File: src/rtl/single_port_ram_bist_pkg.sv
// Shared types and command-word helpers for the single-port RAM march BIST.
// Helpers work on a wide scratch width; callers cast down to DATA_W.
package single_port_ram_bist_pkg;

  localparam int unsigned CmdMaxW   = 64;
  localparam int unsigned DrainCntW = 3;

  typedef enum logic [2:0] {
    StIdle,
    StWr0,
    StRd0,
    StWr1,
    StRd1,
    StDone
  } bist_state_e;

  // Phase 0 payload is the seed's upper bits XOR the address; phase 1 is its inverse.
  function automatic logic [CmdMaxW-1:0] payload(input logic               phase,
                                                 input logic [CmdMaxW-1:0] addr,
                                                 input logic [CmdMaxW-1:0] seed,
                                                 input int unsigned        addr_w);
    logic [CmdMaxW-1:0] p;
    p = (seed >> (addr_w + 1)) ^ addr;
    return phase ? ~p : p;
  endfunction

  function automatic logic [CmdMaxW-1:0] pack_cmd(input logic [CmdMaxW-1:0] payload_w,
                                                  input logic [CmdMaxW-1:0] addr,
                                                  input logic               we,
                                                  input int unsigned        addr_w);
    return (payload_w << (addr_w + 1)) | (addr << 1) | CmdMaxW'(we);
  endfunction

endpackage

File: src/rtl/single_port_ram_bist_if.sv
// Packed command / read-data link between the BIST and the RAM top.
interface single_port_ram_bist_if #(
  parameter int unsigned DATA_W = 32
) ();

  logic [DATA_W-1:0] cmd_word;
  logic [DATA_W-1:0] rd_data;

  modport master (output cmd_word, input rd_data);
  modport slave  (input cmd_word, output rd_data);

endinterface

File: src/rtl/bist_expect_pipe.sv
// Delay line of {valid, addr, expected word} aligning expectations with RAM read latency.
module bist_expect_pipe #(
  parameter int unsigned Depth = 2,
  parameter int unsigned AddrW = 6,
  parameter int unsigned DataW = 32
) (
  input  logic             clk_i,
  input  logic             rst_ni,
  input  logic             shift_i,
  input  logic             in_valid_i,
  input  logic [AddrW-1:0] in_addr_i,
  input  logic [DataW-1:0] in_data_i,
  output logic             tail_valid_o,
  output logic [AddrW-1:0] tail_addr_o,
  output logic [DataW-1:0] tail_data_o
);

  logic [Depth-1:0] valid_q, valid_d;
  logic [AddrW-1:0] addr_q [Depth];
  logic [AddrW-1:0] addr_d [Depth];
  logic [DataW-1:0] data_q [Depth];
  logic [DataW-1:0] data_d [Depth];

  always_comb begin
    valid_d = valid_q;
    addr_d  = addr_q;
    data_d  = data_q;
    if (shift_i) begin
      valid_d[0] = in_valid_i;
      addr_d[0]  = in_addr_i;
      data_d[0]  = in_data_i;
      for (int i = 1; i < Depth; i++) begin
        valid_d[i] = valid_q[i-1];
        addr_d[i]  = addr_q[i-1];
        data_d[i]  = data_q[i-1];
      end
    end
  end

  always_ff @(posedge clk_i or negedge rst_ni) begin
    if (!rst_ni) begin
      valid_q <= '0;
      addr_q  <= '{default: '0};
      data_q  <= '{default: '0};
    end else begin
      valid_q <= valid_d;
      addr_q  <= addr_d;
      data_q  <= data_d;
    end
  end

  assign tail_valid_o = valid_q[Depth-1];
  assign tail_addr_o  = addr_q[Depth-1];
  assign tail_data_o  = data_q[Depth-1];

endmodule

File: src/rtl/single_port_ram_bist.sv
// Four-phase march BIST (write P0, read P0, write ~P0, read ~P0) over a packed-command RAM.
module single_port_ram_bist
  import single_port_ram_bist_pkg::*;
#(
  parameter int unsigned       ADDR_W = 6,
  parameter int unsigned       DATA_W = 32,
  parameter int unsigned       RD_LAT = 2,
  parameter logic [DATA_W-1:0] SEED   = '0
) (
  input  logic                   clk,
  input  logic                   rst,
  input  logic                   start,
  single_port_ram_bist_if.master ram_if,
  output logic                   busy,
  output logic                   done,
  output logic                   pass,
  output logic [ADDR_W-1:0]      fail_addr,
  output logic [7:0]             err_count
);

  bist_state_e          state_q, state_d;
  logic [ADDR_W-1:0]    addr_q, addr_d;
  logic [ADDR_W-1:0]    fail_q, fail_d;
  logic [7:0]           err_q, err_d;
  logic                 in_drain_q, in_drain_d;
  logic [DrainCntW-1:0] drain_cnt_q, drain_cnt_d;

  logic              phase1, last_addr, push_valid;
  logic [DATA_W-1:0] wr_word, rd_word, cmd;
  logic              tail_valid;
  logic [ADDR_W-1:0] tail_addr;
  logic [DATA_W-1:0] tail_data;

  assign phase1    = (state_q == StWr1) || (state_q == StRd1);
  assign last_addr = (addr_q == '1);

  // The write word doubles as the expected read-back value.
  assign wr_word = DATA_W'(pack_cmd(payload(phase1, CmdMaxW'(addr_q), CmdMaxW'(SEED), ADDR_W),
                                    CmdMaxW'(addr_q), 1'b1, ADDR_W));
  assign rd_word = DATA_W'(pack_cmd('0, CmdMaxW'(addr_q), 1'b0, ADDR_W));

  always_comb begin
    state_d     = state_q;
    addr_d      = addr_q;
    fail_d      = fail_q;
    err_d       = err_q;
    in_drain_d  = in_drain_q;
    drain_cnt_d = drain_cnt_q;
    cmd         = '0;
    push_valid  = 1'b0;

    if (tail_valid && (ram_if.rd_data != tail_data)) begin
      if (err_q != 8'hFF) err_d = err_q + 8'd1;
      if (err_q == 8'd0)  fail_d = tail_addr;
    end

    case (state_q)
      StIdle, StDone: begin
        if (start) begin
          state_d     = StWr0;
          addr_d      = '0;
          err_d       = '0;
          fail_d      = '0;
          in_drain_d  = 1'b0;
          drain_cnt_d = '0;
        end
      end
      StWr0, StWr1: begin
        cmd    = wr_word;
        addr_d = addr_q + ADDR_W'(1);
        if (last_addr) state_d = (state_q == StWr0) ? StRd0 : StRd1;
      end
      StRd0, StRd1: begin
        if (!in_drain_q) begin
          cmd        = rd_word;
          push_valid = 1'b1;
          addr_d     = addr_q + ADDR_W'(1);
          if (last_addr) begin
            in_drain_d  = 1'b1;
            drain_cnt_d = '0;
          end
        end else if (drain_cnt_q == DrainCntW'(RD_LAT - 1)) begin
          // Last in-flight read is compared in this cycle.
          in_drain_d = 1'b0;
          state_d    = (state_q == StRd0) ? StWr1 : StDone;
        end else begin
          drain_cnt_d = drain_cnt_q + DrainCntW'(1);
        end
      end
      default: state_d = StIdle;
    endcase
  end

  always_ff @(posedge clk or negedge rst) begin
    if (!rst) begin
      state_q     <= StIdle;
      addr_q      <= '0;
      fail_q      <= '0;
      err_q       <= '0;
      in_drain_q  <= 1'b0;
      drain_cnt_q <= '0;
    end else begin
      state_q     <= state_d;
      addr_q      <= addr_d;
      fail_q      <= fail_d;
      err_q       <= err_d;
      in_drain_q  <= in_drain_d;
      drain_cnt_q <= drain_cnt_d;
    end
  end

  bist_expect_pipe #(
    .Depth (RD_LAT),
    .AddrW (ADDR_W),
    .DataW (DATA_W)
  ) u_expect_pipe (
    .clk_i        (clk),
    .rst_ni       (rst),
    .shift_i      (busy),
    .in_valid_i   (push_valid),
    .in_addr_i    (addr_q),
    .in_data_i    (wr_word),
    .tail_valid_o (tail_valid),
    .tail_addr_o  (tail_addr),
    .tail_data_o  (tail_data)
  );

  assign ram_if.cmd_word = cmd;
  assign busy            = (state_q != StIdle) && (state_q != StDone);
  assign done            = (state_q == StDone);
  assign pass            = done && (err_q == 8'd0);
  assign fail_addr       = fail_q;
  assign err_count       = err_q;

endmodule

File: src/flat_wrapper.sv
// flat-port wrapper written by rule: the top's interface ports become plain ports
module single_port_ram_bist_flat import single_port_ram_bist_pkg::*;
#(
  parameter int unsigned       ADDR_W = 6,
  parameter int unsigned       DATA_W = 32,
  parameter int unsigned       RD_LAT = 2,
  parameter logic [DATA_W-1:0] SEED   = '0
)
  (clk, rst, start, busy, done, pass, fail_addr, err_count, ram_if_cmd_word, ram_if_rd_data);
  single_port_ram_bist_if #(.DATA_W(DATA_W)) ram_if_i ();
  input  logic clk;
  input  logic rst;
  input  logic start;
  output logic busy;
  output logic done;
  output logic pass;
  output logic [ADDR_W-1:0] fail_addr;
  output logic [7:0] err_count;
  output wire logic [$bits(ram_if_i.cmd_word)-1:0] ram_if_cmd_word;
  input wire logic [$bits(ram_if_i.rd_data)-1:0] ram_if_rd_data;
  assign ram_if_cmd_word = ram_if_i.cmd_word;
  assign ram_if_i.rd_data = ram_if_rd_data;
  single_port_ram_bist #(.ADDR_W(ADDR_W), .DATA_W(DATA_W), .RD_LAT(RD_LAT), .SEED(SEED)) u_core (.clk(clk), .rst(rst), .start(start), .ram_if(ram_if_i), .busy(busy), .done(done), .pass(pass), .fail_addr(fail_addr), .err_count(err_count));
endmodule
File: config.mk
export PLATFORM = sky130hd
export DESIGN_NAME = single_port_ram_bist_flat
export DESIGN_NICKNAME = d
export VERILOG_FILES = /design/src/rtl/single_port_ram_bist_pkg.sv /design/src/rtl/single_port_ram_bist_if.sv /design/src/rtl/bist_expect_pipe.sv /design/src/rtl/single_port_ram_bist.sv /design/src/flat_wrapper.sv
export SDC_FILE = /design/constraint.sdc
export NUM_CORES = 1
export LEC_CHECK = 0
export ABC_AREA = 0
export ABC_CLOCK_PERIOD_IN_PS = 6400
export BUFFER_PORTS_ARGS = -buffer_cell sky130_fd_sc_hd__clkbuf_2
export CAP_MARGIN = 20
export CORE_UTILIZATION = 55
export CTS_CLUSTER_SIZE = 24
export DETAILED_ROUTE_END_ITERATION = 8
export PLACE_DENSITY = 0.83
export SYNTH_ARGS = -nofsm -noshare
export SYNTH_HDL_FRONTEND = slang
export SYNTH_SLANG_ARGS = --single-unit
export TNS_END_PERCENT = 10
File: constraint.sdc
create_clock -name clk -period 6.4 [get_ports clk]
set_input_delay 1.28 -clock clk [delete_from_list [all_inputs] [get_ports clk]]
set_output_delay 1.28 -clock clk [all_outputs]
set_load 0.05 [all_outputs]
==> qor.csv, run 1 <==
metric;value;unit
worst_setup_path_start_kind;flop;
netlist_area;0.003373;sq mm
setup_viol;0;
dr.pass1.iters;7;
hold_viol;0;
core_area;0.005921;sq mm
fin_skew;12.05;ps
p_int;997.7;uW
drive_gt1_share;28.14;%
dieWidth;80.32;um
synth_top_area_share;42.28;%
post_cts_buffers;0;
synth_seq_cells;57;
grt_first_pass_wirelength;12420;um
synth_flop_cell;dfrtp_1;
ant_nets;0;
cts_buffers;9;
viasPerCell;5.770;
track_usage;25.92;%
cts_tree;done;
fin_crit_sh;61.29;%
wl_per_cell;15.32;um
vias;2914;
vdd_drop_max;0.4402;mV
fin_area;0.003945;sq mm
yosysTopAreaCell;dfrtp_1;
cts.sinks;57;
htreeDepth;3;
min_period;3922;ps
grt-ovfl-total;0;
drt_wl_total;7738;um
rows;28;
seqPwrFrac;34.5;%
rsz0062_at_grt;no;
root_buffer;clkbuf_8;
utilization;66.63;%
yosysWarnings;0;
crit_type;reg -> out;
ios;84;
power.switching;896.5;uW
max_slew_margin;42.24;%
synthCells;365;
insertion_delay;350;ps
worst_slew_pin_slew;866.4;ps
crit_chain;nand2b_1 -> inv_2 -> nand2_1 -> inv_1 -> clkbuf_2;
critical_path.max_fanout;28;
place_area;0.003696;sq mm
dieHeight;80.32;um
place_inst;489;
diodes;0;
synth_edf_count;0;
avgSynthCellArea;9.242;sq um
cp.required;5120;ps
p_comb_share;43.1;%
synth.area.top_cells;dfrtp_1 (42%), buf_4 (4.0%), nor2_1 (3.9%), xor2_1 (3.6%), mux2_1 (3.3%);
layout_setup_ws;2478;ps
cts_max_path_buffers;2;
final_common_cell;clkbuf_2;
p_sw_share;47.33;%
port_buffers;83;
nNetsFinal;465;
p_leak;1.881;nW
place_ws;2873;ps
fin_tns_setup;0;ps
stdcell_count;505;
async_flop_share;100.0;%
clk_pin_slew;70;ps
fill_cells;455;
grt_pass1_vias;2686;
violations;DRC;
grt_max_degree;58;
ys_types;51;
total_power;1.894;mW
maxCapViolCount;0;
cts.repair.resized;0;
remaining_drc_errors;1;
drtIter0Drc;205;
arrival;2640;ps
hold_buffers;0;
hpwl;5260;um
routabilityCongestion;0.8448;
synth_nets;405;
power.density;480.1;mW/mm^2
crit_path_top_delay_cell;dfrtp_1;
final_cell_mix;clkbuf_2 (83), dfrtp_1 (57), nor2_1 (35), nand2_1 (29), o21ai_0 (21);
area_growth;16.95;%
whs;474.0;ps
die-area;0.006451;sq mm
hold_class;reg -> reg;
critical_path.endpoint_type;output pin;
clockPowerShare;22.4;%
status;finished, violations left;
fmax;255.0;MHz
grt_antenna_before_repair;0;
start_util;56.97;%
worst_path_largest_cell_delay;860;ps
drv_slew;0;
ys_seq_area_share;42.28;%
[worst paths after layout]
kind                                                          endpoint  slack [ps]                                         from  cells past startpoint
max in group asynchronous  u_core.u_expect_pipe.data_q[38]$_DFFE_PN0P_        4850                                          rst                      2
setup / recovery                                   ram_if_cmd_word[26]        2480                u_core.state_q[0]$_DFFE_PN0P_                      5
min in group asynchronous                u_core.err_count[6]$_DFF_PN0_        1070                                          rst                      2
setup reg to reg                         u_core.fail_addr[1]$_DFF_PN0_        3630                u_core.state_q[2]$_DFFE_PN0P_                      6
hold reg to reg            u_core.u_expect_pipe.data_q[32]$_DFFE_PN0P_         470  u_core.u_expect_pipe.data_q[32]$_DFFE_PN0P_                      1
hold / removal             u_core.u_expect_pipe.data_q[32]$_DFFE_PN0P_         470  u_core.u_expect_pipe.data_q[32]$_DFFE_PN0P_                      1
[cells in the mapped netlist, drive strengths merged (7+ instances only)]
master	n
clkbuf	14
and2	9
nor2	35
o21ai	33
a21oi	15
dfrtp	57
nand2	29
nand3	15
xor2	14
inv	16
mux2i	8
xnor2	10
mux2	18
buf	22
or3	7
[registers in the layout, summed over array words and instances (netlist names), 2 cells and up]
name	count
u_core.u_expect_pipe.data_q	9
u_core.err_count	8
u_core.state_q	3
u_core.u_expect_pipe.tail_data_o	9
u_core.addr_q	6
u_core.drain_cnt_q	3
u_core.u_expect_pipe.valid_q	2
u_core.fail_addr	6
u_core.u_expect_pipe.tail_addr_o	5
u_core.u_expect_pipe.addr_q	5
[per-layer routing]
layer  global-route usage, %  vias up  part of all wire, %  wire (um)
met1                   30.86     1389                   41       3211
met5                       0        -                    0          0
met4                   14.82        0                  3.5        271
li1                        -     1364                    -          -
met3                   6.136       22                  5.8        445
met2                   42.74      139                   49       3809
[cell families (layout without fill, tap and decap cells)]
group                    after synthesis  in the layout  share of synthesized area [%]
AO/OA/AOI/OAI                         72             72                          13.80
XOR/XNOR                              24             24                          6.231
adder cells (fa/ha/maj)                6              6                          2.151
buffers and inverters                 52            117                          7.900
flip-flops                            57             57                          42.28
multiplexers                          26             26                          8.383
AND/OR/NAND/NOR                      128            128                          19.25
[worst max-delay path: cells and delay by family, from the launching register on]
family / cells / cell delay, ps
DFF: 1 / 860
and+or+nand+nor: 2 / 520
buffers and inverters: 3 / 930
[final cells by class]
cell class	instances	area, sq um	share of cell area (%)
multi-input combinational	256	1685	42.72
clock inverter	7	125.1	3.172
inverter	16	60.06	1.522
clock buffer	9	123.9	3.140
timing repair buffer	85	430.4	10.91
sequential	57	1426	36.16
tap	75	93.84	2.379
[power groups by stage]
stage	clock network, mW	logic (mW)	registers, mW
floorplan	0	0.645	0.648
global placement	0	0.787	0.642
detailed placement	0	0.810	0.653
CTS	0.426	0.820	0.652
global route	0.447	0.879	0.673
finish	0.423	0.816	0.654
Power figures use the tool's default switching activity.
==> run 2, diff against run 1 <==
ABC_AREA = 1   (was 0)
ABC_CLOCK_PERIOD_IN_PS = 3800   (was 6400)
CORE_UTILIZATION = 54   (was 55)
PLACE_DENSITY = 0.82   (was 0.83)
clock period = 3.8 ns   (was 6.4 ns; I/O delays follow)
==> run 2 against run 1 <==
The run now ends clean. Combinational power fell by 94%. Register-to-register slack lost 1900 ps. Count of clock-buffer cells in the layout is 3 higher. Cell area down 0.48%. Sequential cell count stayed put. First-iteration DRC count down 12%. Sequential share of layout area up 0.17 points. Sequential power shrank 7.2%. Clock skew fell by 5.7 ps. Critical path type unchanged. Largest cell class unchanged. Highest routed layer unchanged.
==> qor.csv, run 2 <==
metric;value;unit;change
min_period;2828;ps;
cts_max_path_buffers;2;;unchanged
drv_slew;0;;unchanged
critical_path.max_fanout;8;;was 28
synthCells;461;;was 365
p_leak;2.194;nW;was 1.881 nW
r2r-start;u_core.state_q[1]$_DFFE_PN0P_;;was u_core.state_q[2]$_DFFE_PN0P_
fin_crit_sh;74.41;%;
ys_types;34;;was 51
viasPerCell;5.102;;was 5.770
hold_viol;0;;unchanged
vdd_drop_max;0.2107;mV;was 0.4402 mV
area_growth;15.28;%;was 16.95%
max_slew_margin;56.71;%;was 42.24%
setup_viol;0;;unchanged
wl_per_cell;12.01;um;was 15.32 um
synth_commonest_cells;nand2_1 (122), inv_1 (71), dfrtp_1 (57);;was dfrtp_1 (57), nor2_1 (35), nand2_1 (29)
final_cell_mix;nand2_1 (122), clkbuf_2 (83), inv_1 (71), dfrtp_1 (57), nor2_1 (42);;was clkbuf_2 (83), dfrtp_1 (57), nor2_1 (35), nand2_1 (29), o21ai_0 (21)
dr.pass1.iters;4;;was 7
track_usage;23.93;%;was 25.92%
fin_skew;6.299;ps;was 12.05 ps
avgSynthCellArea;7.388;sq um;was 9.242 sq um
netlist_area;0.003406;sq mm;was 0.003373 sq mm
rows;28;;unchanged
hpwl;5443;um;was 5260 um
drt_wl_total;7317;um;was 7738 um
dieHeight;81.42;um;was 80.32 um
fin_tns_setup;0;ps;unchanged
synth_edf_count;0;;unchanged
maxCapViolCount;0;;unchanged
grt_pass1_vias;2840;;was 2,686
critical_path.endpoint_type;output pin;;unchanged
arrival;2070;ps;was 2640 ps
port_buffers;83;;unchanged
remaining_drc_errors;0;;was 1
worst_slew_pin_slew;649.3;ps;was 866.4 ps
cts.sinks;57;;unchanged
cts_tree;done;;unchanged
htreeDepth;3;;unchanged
grt-ovfl-total;0;;unchanged
synth_seq_cells;57;;unchanged
yosysWarnings;0;;unchanged
r2r_end;u_core.addr_q[4]$_DFFE_PN0P_;;was u_core.fail_addr[1]$_DFF_PN0_
synth_most_common_cell;nand2_1;;was dfrtp_1
synth.area.top_cells;dfrtp_1 (42%), nand2_1 (13%), inv_1 (7.8%), o21ai_0 (5.3%), nor2_1 (4.6%);;was dfrtp_1 (42%), buf_4 (4.0%), nor2_1 (3.9%), xor2_1 (3.6%), mux2_1 (3.3%)
drtIter0Drc;180;;was 205
ant_nets;0;;unchanged
insertion_delay;330;ps;was 350 ps
nNetsFinal;572;;was 465
cp.required;3040;ps;was 5120 ps
wl_met1;3087;um;was 3211 um
async_flop_share;100.0;%;unchanged
status;completed;;was finished, violations left
ios;84;;unchanged
core_area;0.005991;sq mm;was 0.005921 sq mm
yosysTopAreaCell;dfrtp_1;;unchanged
worst_setup_path_start_kind;flop;;unchanged
hold_class;in -> async;;was reg -> reg
dieWidth;81.42;um;was 80.32 um
start_util;56.85;%;was 56.97%
r2r_cells;7;;was 6
grt_first_pass_wirelength;11950;um;was 12,420 um
fill_cells;521;;was 455
grt_max_degree;41;;was 58
drive_gt1_share;23.41;%;was 28.14%
ys_seq_area_share;41.88;%;was 42.28%
dr_wl_met3;427;um;was 445 um
crit_type;reg -> out;;unchanged
cts.repair.resized;0;;unchanged
grt_antenna_before_repair;0;;unchanged
whs;230.9;ps;was 474.0 ps
synth_flop_cell;dfrtp_1;;unchanged
highest_layer;met4;;unchanged
hold_buffers;0;;unchanged
fmax;353.6;MHz;
clk_pin_slew;60;ps;was 70 ps
root_buffer;clkbuf_8;;unchanged
routabilityCongestion;0.8809;;was 0.8448
wl_met2;3581;um;was 3809 um
post_cts_buffers;0;;unchanged
power.density;285.7;mW/mm^2;was 480.1 mW/mm^2
vias;3107;;was 2,914
rsz0062_at_grt;no;;unchanged
synth_top_area_share;41.88;%;was 42.28%
die-area;0.006628;sq mm;was 0.006451 sq mm
synth_nets;501;;was 405
final_common_cell;nand2_1;;was clkbuf_2
cts_buffers;9;;unchanged
reg2reg_slack;1770;ps;was 3630 ps
diodes;0;;unchanged
==> run 2: cell types whose count changed in the layout (fill, tap and decap cells not counted), moves of 7 or more <==
cell / delta
inv_1: +56
mux2_1: -10
o21ai_1: -10
o21ai_0: +15
mux2_2: -8
and2_1: -8
mux2i_1: -7
or3_1: -7
nor2_1: +7
nand4_1: +7
nor2_2: +7
xor2_1: -7
nand2_1: +93
==> run 2: cells by family (layout without fill, tap and decap cells) <==
logic type,count (synthesis),in the layout,share of synthesized area [%]
adders and majority gates,5,5,1.837
DFF,57,57,41.88
xor gates and xnor gates,15,15,3.858
buffers and inverters,103,176,13.70
muxes,1,1,0.2939
and+or+nand+nor,224,224,29.65
AOI/OAI and AO/OA,56,56,8.780
==> run 2: critical path, stage by stage (launching register included) <==
cell and delay [ps]:
dfrtp_1 420, inv_1 110, ha_1 160, inv_1 60, nor4_4 430, inv_1 160
nor2_1 110, clkbuf_2 280
==> run 2: worst max-delay path by stage <==
| stage | startpoint | endpoint | slack, ps | cells past startpoint |
|---|---|---|---|---|
| 2_1_floorplan | u_core.state_q[0]$_DFFE_PN0P_ | ram_if_cmd_word[14] | 0.7 | 5 |
| 3_3_place_gp | u_core.err_count[0]$_DFF_PN0_ | pass | 1390 | 7 |
| 3_5_place_dp | u_core.err_count[0]$_DFF_PN0_ | pass | 1330 | 7 |
| 4_1_cts | u_core.err_count[0]$_DFF_PN0_ | pass | 950 | 7 |
| 5_1_grt | u_core.err_count[0]$_DFF_PN0_ | pass | 830 | 7 |
| 6_report | u_core.err_count[0]$_DFF_PN0_ | pass | 970 | 7 |
==> run 2: power breakdown <==
part	internal, mW	switching [mW]
registers	0.607	0
clock network	0.242	0.220
logic	0.0234	0.0290
==> run 2: cell type report <==
class	count	area (sq um)	area share, %
timing repair buffer	87	457.9	11.66
inverter	76	285.3	7.266
multi-input combinational	301	1513	38.53
sequential	57	1426	36.33
clock buffer	12	145.1	3.697
clock inverter	1	5.005	0.1275
tap	75	93.84	2.390
==> run 2: through the flow <==
step / power [mW] / instance area (sq um) / cells / util (%) / setup WS, ps
final: 1.122 / 3926 / 609 / 65.54 / 972.2
after global routing: 1.159 / 3926 / 609 / 65.54 / 834.2
after floorplan: 0.6336 / 3406 / 461 / - / 0.7465
after CTS: 1.130 / 3906 / 608 / 65.20 / 953.2
after global placement: 0.6680 / 3756 / 595 / 62.70 / 1390
after detailed placement: 0.6694 / 3756 / 595 / 62.70 / 1325
==> run 2: per-layer routing <==
metal,GRT usage (%),vias up
li1,-,1564
met2,40.17,119
met4,15.00,0
met5,0,-
met1,28.56,1403
met3,3.889,21
